$ cat src/rtl/reg_write_arbiter.sv
// reg_write_arbiter: round-robin write controller for the control register bank.
//
// Two requesters (A = SPI host path, B = on-chip sequencer) issue writes with
// a valid/ready handshake. Grants alternate on ties; out-of-range writes are
// dropped and flagged on err/err_src.
//
// Build option: define REG_ARB_SHADOW_EN to stage writes in shadow registers
// that are copied to the active registers on a commit strobe. Without it,
// writes land directly in the active registers and commit is ignored.
//
// Ports:
//   clk, rst                 clock, synchronous active-high reset
//   a_valid/a_ready/a_addr/a_data   requester A write channel
//   b_valid/b_ready/b_addr/b_data   requester B write channel
//   commit                   single-cycle commit strobe
//   reg_0x00..reg_0x04       active register values
//   err, err_src             one-cycle dropped-write pulse and its requester
//   commit_pending           commit requested but not yet applied
module reg_write_arbiter #(
    parameter int unsigned W        = 8,
    parameter int unsigned ADDR_W   = 7,
    parameter int unsigned NUM_REGS = 5
) (
    input  logic              clk,
    input  logic              rst,
    input  logic              a_valid,
    output logic              a_ready,
    input  logic [ADDR_W-1:0] a_addr,
    input  logic [W-1:0]      a_data,
    input  logic              b_valid,
    output logic              b_ready,
    input  logic [ADDR_W-1:0] b_addr,
    input  logic [W-1:0]      b_data,
    input  logic              commit,
    output logic [W-1:0]      reg_0x00,
    output logic [W-1:0]      reg_0x01,
    output logic [W-1:0]      reg_0x02,
    output logic [W-1:0]      reg_0x03,
    output logic [W-1:0]      reg_0x04,
    output logic              err,
    output logic              err_src,
    output logic              commit_pending
);

    typedef enum logic [1:0] {
        IDLE   = 2'd0,
        WRITE  = 2'd1,
        COMMIT = 2'd2
    } state_t;

    localparam logic SRC_A = 1'b0;
    localparam logic SRC_B = 1'b1;

    state_t            state;
    logic              last_grant;
    logic [ADDR_W-1:0] lat_addr;
    logic [W-1:0]      lat_data;
    logic              lat_src;
    logic [W-1:0]      active [NUM_REGS];

    logic              in_range;
    logic              commit_block;
    logic              grant_a;
    logic              grant_b;

`ifdef REG_ARB_SHADOW_EN
    logic [W-1:0]      shadow [NUM_REGS];
    logic              pending;

    // A fresh or pending commit pre-empts arbitration in IDLE.
    assign commit_block   = commit | pending;
    assign commit_pending = pending;
`else
    logic              unused_commit;

    assign unused_commit  = commit;
    assign commit_block   = 1'b0;
    assign commit_pending = 1'b0;
`endif

    // Full-width unsigned compare: upper address bits never alias.
    assign in_range = (lat_addr < ADDR_W'(NUM_REGS));

    // Round-robin grant; ready is combinational and only ever high in IDLE.
    assign grant_a = !rst && (state == IDLE) && !commit_block && a_valid &&
                     (!b_valid || (last_grant == SRC_B));
    assign grant_b = !rst && (state == IDLE) && !commit_block && b_valid &&
                     (!a_valid || (last_grant == SRC_A));

    assign a_ready = grant_a;
    assign b_ready = grant_b;

    // Controller state, latched request, register bank.
    always_ff @(posedge clk) begin
        if (rst) begin
            state      <= IDLE;
            last_grant <= SRC_B;
            lat_addr   <= '0;
            lat_data   <= '0;
            lat_src    <= SRC_A;
            err        <= 1'b0;
            err_src    <= 1'b0;
            for (int i = 0; i < NUM_REGS; i++) begin
                active[i] <= '0;
            end
`ifdef REG_ARB_SHADOW_EN
            for (int i = 0; i < NUM_REGS; i++) begin
                shadow[i] <= '0;
            end
            pending    <= 1'b0;
`endif
        end else begin
            err <= 1'b0;
            case (state)
                IDLE: begin
                    if (commit_block) begin
                        state <= COMMIT;
                    end else if (grant_a) begin
                        lat_addr   <= a_addr;
                        lat_data   <= a_data;
                        lat_src    <= SRC_A;
                        last_grant <= SRC_A;
                        state      <= WRITE;
                    end else if (grant_b) begin
                        lat_addr   <= b_addr;
                        lat_data   <= b_data;
                        lat_src    <= SRC_B;
                        last_grant <= SRC_B;
                        state      <= WRITE;
                    end
                end
                WRITE: begin
                    if (in_range) begin
                        for (int i = 0; i < NUM_REGS; i++) begin
                            if (lat_addr == ADDR_W'(i)) begin
`ifdef REG_ARB_SHADOW_EN
                                shadow[i] <= lat_data;
`else
                                active[i] <= lat_data;
`endif
                            end
                        end
                    end else begin
                        err     <= 1'b1;
                        err_src <= lat_src;
                    end
`ifdef REG_ARB_SHADOW_EN
                    // Commit arriving mid-write is deferred; this write is included.
                    if (commit) begin
                        pending <= 1'b1;
                    end
`endif
                    state <= IDLE;
                end
                COMMIT: begin
`ifdef REG_ARB_SHADOW_EN
                    for (int i = 0; i < NUM_REGS; i++) begin
                        active[i] <= shadow[i];
                    end
                    // A commit seen during COMMIT schedules another one.
                    pending <= commit;
`endif
                    state <= IDLE;
                end
                default: begin
                    state <= IDLE;
                end
            endcase
        end
    end

    assign reg_0x00 = active[0];
    assign reg_0x01 = active[1];
    assign reg_0x02 = active[2];
    assign reg_0x03 = active[3];
    assign reg_0x04 = active[4];

endmodule

$ cat config.mk
export PLATFORM = sky130hd
export DESIGN_NAME = reg_write_arbiter
export DESIGN_NICKNAME = d
export VERILOG_FILES = /design/src/rtl/reg_write_arbiter.sv
export SDC_FILE = /design/constraint.sdc
export NUM_CORES = 1
export LEC_CHECK = 0
export CAP_MARGIN = 0
export CORE_MARGIN = 8
export CORE_UTILIZATION = 48
export DETAILED_ROUTE_END_ITERATION = 10
export GPL_TIMING_DRIVEN = 0
export MAX_ROUTING_LAYER = met4
export PLACE_DENSITY = 0.84
export REMOVE_ABC_BUFFERS = 1
export SLEW_MARGIN = 20
export SYNTH_ARGS = -nofsm -noshare
export SYNTH_HDL_FRONTEND = slang
export SYNTH_SLANG_ARGS = --single-unit
$ cat constraint.sdc
create_clock -name clk -period 5.43 [get_ports clk]
set_clock_uncertainty 0.2 [all_clocks]
set_input_delay 0.8145 -clock clk [delete_from_list [all_inputs] [get_ports clk]]
set_output_delay 0.8145 -clock clk [all_outputs]
set_load 0.005 [all_outputs]
==> impl_metrics.json <==
{
  "drt-initial-drc-count": 74,
  "crit_path_start_kind": "input port",
  "regToRegSetupSlack_ns": 3.05,
  "drv_cap": 0,
  "synth_flop_cell": "edfxtp_1",
  "synth.largest_area_cell": "edfxtp_1",
  "hold_viol": 0,
  "synth_top_area_share_pct": 50.5,
  "p_per_area_nw_per_um2": 299,
  "regToRegEndpoint": "active[0][20]$_DFFE_PP_",
  "finalWeightedCongestion": 0.789,
  "crit_family": "simple AND/OR/NAND/NOR gates",
  "seq_area_um2": 1600,
  "grt_overflow_total": 0,
  "routed-via-count": 1707,
  "fp.coreArea_um2": 4750,
  "worst-path-buf-inv": 3,
  "start_util_pct": 50.0,
  "nNetsFinal": 287,
  "yosys_warnings": 0,
  "synth_edf_count": 40,
  "cp.depth": 5,
  "critical_path.max_stage_delay_ns": 0.62,
  "multi_input_area_um2": 679,
  "drc": 0,
  "ys_top_cells_by_count": "40 x edfxtp_1, 20 x dfxtp_1, 18 x nor3_1",
  "setup_tns_ns": 0,
  "crit_start": "a_valid",
  "die_h_um": 86.4,
  "grt_use_total_pct": 15.6,
  "die_area_um2": 7460,
  "path_max_fanout": 17,
  "crit_end": "a_ready",
  "worstSetupPathType": "input port to primary output",
  "cpMostUsedCell": "clkdlybuf4s50_1",
  "post_cts_buffers": 0,
  "diodes": 0,
  "end_kind": "primary output",
  "grt_first_pass_wirelength_mm": 8.54,
  "rows": 25,
  "grt_max_degree": 29,
  "synthCells": 180,
  "post-route-util_pct": 69.5,
  "cts.clk_slew.worst_paths_ns": 0.06,
  "peakVddDrop_mv": 0.146,
  "hold_depth": 2,
  "seq_area_frac_synth_pct": 67.4,
  "io_pins": 80,
  "htree_num_levels": 3,
  "synth-seq-cells": 60,
  "numCtsBuffers": 9,
  "clkLatencyLatePin_ns": 0.33,
  "synth_top_cells_by_area": "edfxtp_1 51%, dfxtp_1 17%, a311oi_2 5.7%",
  "postCtsHoldBufs": 0,
  "die_w_um": 86.4,
  "critPathSlowestCell": "or3b_1",
  "drv_slew": 0,
  "cts_tree": "built",
  "rsz0062_at_grt": "no",
  "wl_per_cell_um": 17.0,
  "clkSinkCount": 60,
  "fin_crit_ns": 4.25,
  "fill_cells": 380,
  "fmax_mhz": 235,
  "setup_viol": 0,
  "netlist_area_um2": 2380,
  "synth.avg_cell_area_um2": 13.2,
  "synth.most_common_cell": "edfxtp_1",
  "dp_hpwl_mm": 3.92,
  "numPortBuffers": 77,
  "routed_wl_mm": 5.50,
  "hold_class": "flip-flop to flip-flop",
  "leakagePower_nw": 1.14,
  "ant_nets": 0,
  "ys_types": 33,
  "path_cells": "clkdlybuf4s50_1 > or3b_1 > or2_1 > inv_2 > clkdlybuf4s50_1",
  "root_buffer": "clkbuf_8",
  "synth-async-reset-ratio_pct": 0,
  "via_per_inst": 5.27,
  "max-slew-margin-rel_pct": 35.0,
  "cp.arrival_ns": 3.24,
  "reg2reg_depth": 3,
  "worstPathRequired_ns": 4.42,
  "fin_crit_sh_pct": 78.3,
  "firstDrtPassIters": 4,
  "outcome": "finished, final reports clean",
  "worstMarginPinSlew_ns": 0.970,
  "antenna_found_initial": 0,
  "drive_above_1_share_pct": 10.1,
  "cts.path.max_buffers": 2,
  "grt_pass1_vias": 1725,
  "worstReg2RegStart": "lat_addr[3]$_SDFFE_PP0P_",
  "cts_resized": 0,
  "syn_to_final_growth_pct": 39.0
}
through the flow:
step	power, W	hold slack [ns]	instances	setup slack [ns]	area (µm²)
after floorplan	0.000589	0.248	164	2.38	2290
after global placement	0.000664	0.257	308	0.516	3140
after detailed placement	0.000668	0.266	308	0.483	3140
after CTS	0.000996	0.274	324	0.473	3310
after global routing	0.00103	0.308	324	1.08	3300
final	0.000988	0.270	324	1.18	3300
cell usage in the layout, fill, tap and decap left out, drive strengths merged, types with 2 or more instances in the layout:
cell type and instances:
nor2 5, nor3 18, clkdlybuf4s50 76, and2 9, clkinv 3, inv 3, edfxtp 40, nand3 15
nor3b 2, a31o 4, nand2b 4, o21ai 17, or3b 2, dfxtp 20, clkbuf 13, a311oi 15
worst min path at each step:
stage	start	end	slack [ns]
floorplan	lat_src$_SDFFE_PP0P_	err_src$_SDFFE_PP0P_	0.25
global placement	lat_src$_SDFFE_PP0P_	err_src$_SDFFE_PP0P_	0.26
detailed placement	lat_src$_SDFFE_PP0P_	err_src$_SDFFE_PP0P_	0.27
CTS	lat_src$_SDFFE_PP0P_	err_src$_SDFFE_PP0P_	0.27
global route	lat_src$_SDFFE_PP0P_	err_src$_SDFFE_PP0P_	0.31
finish	lat_src$_SDFFE_PP0P_	err_src$_SDFFE_PP0P_	0.27
registers in the layout (all words and copies together), names as in the netlist:
signal and cells:
active 40, lat_data 8, lat_addr 7, last_grant 1, err 1, state 1
err_src 1, lat_src 1
logic make-up (layout without fill, tap and decap cells):
logic type | Yosys count | in the layout | share of synthesized area, %
buffers and inverters | 19 | 96 | 4.16
AND/OR/NAND/NOR | 59 | 59 | 13.7
other | 1 | 1 | 0.158
AO/OA/AOI/OAI | 40 | 40 | 14.2
multiplexers | 1 | 1 | 0.421
flip-flops | 60 | 60 | 67.4
final cells by class:
class,instances,area share [%]
inverters,3,0.341
well taps,67,2.54
clock buffers,13,4.51
flip-flops and latches,60,48.5
repair buffers,77,23.2
multi-input cells,101,20.6
clock inverters,3,0.417
worst reg2reg max path, stage by stage, from the launching register on:
cell and delay, ns:
dfxtp_1 0.31, or4_1 0.61, nor3_1 0.36, a31o_1 0.54
metal layers:
metal | up-vias | wire length [µm] | global-route usage [%]
met5 | - | 0 | -
met2 | 75 | 2670 | 24.4
met4 | 0 | 85 | 7.98
met3 | 10 | 353 | 4.25
met1 | 795 | 2390 | 18.0
li1 | 827 | - | -
power breakdown:
part	switching, W	leakage, nW	internal, W
combinational	0.0000612	0.476	0.0000680
sequential	0.0000126	0.579	0.000515
clock	0.000156	0.0848	0.000175
No activity file was read; power rests on OpenSTA's default activity.
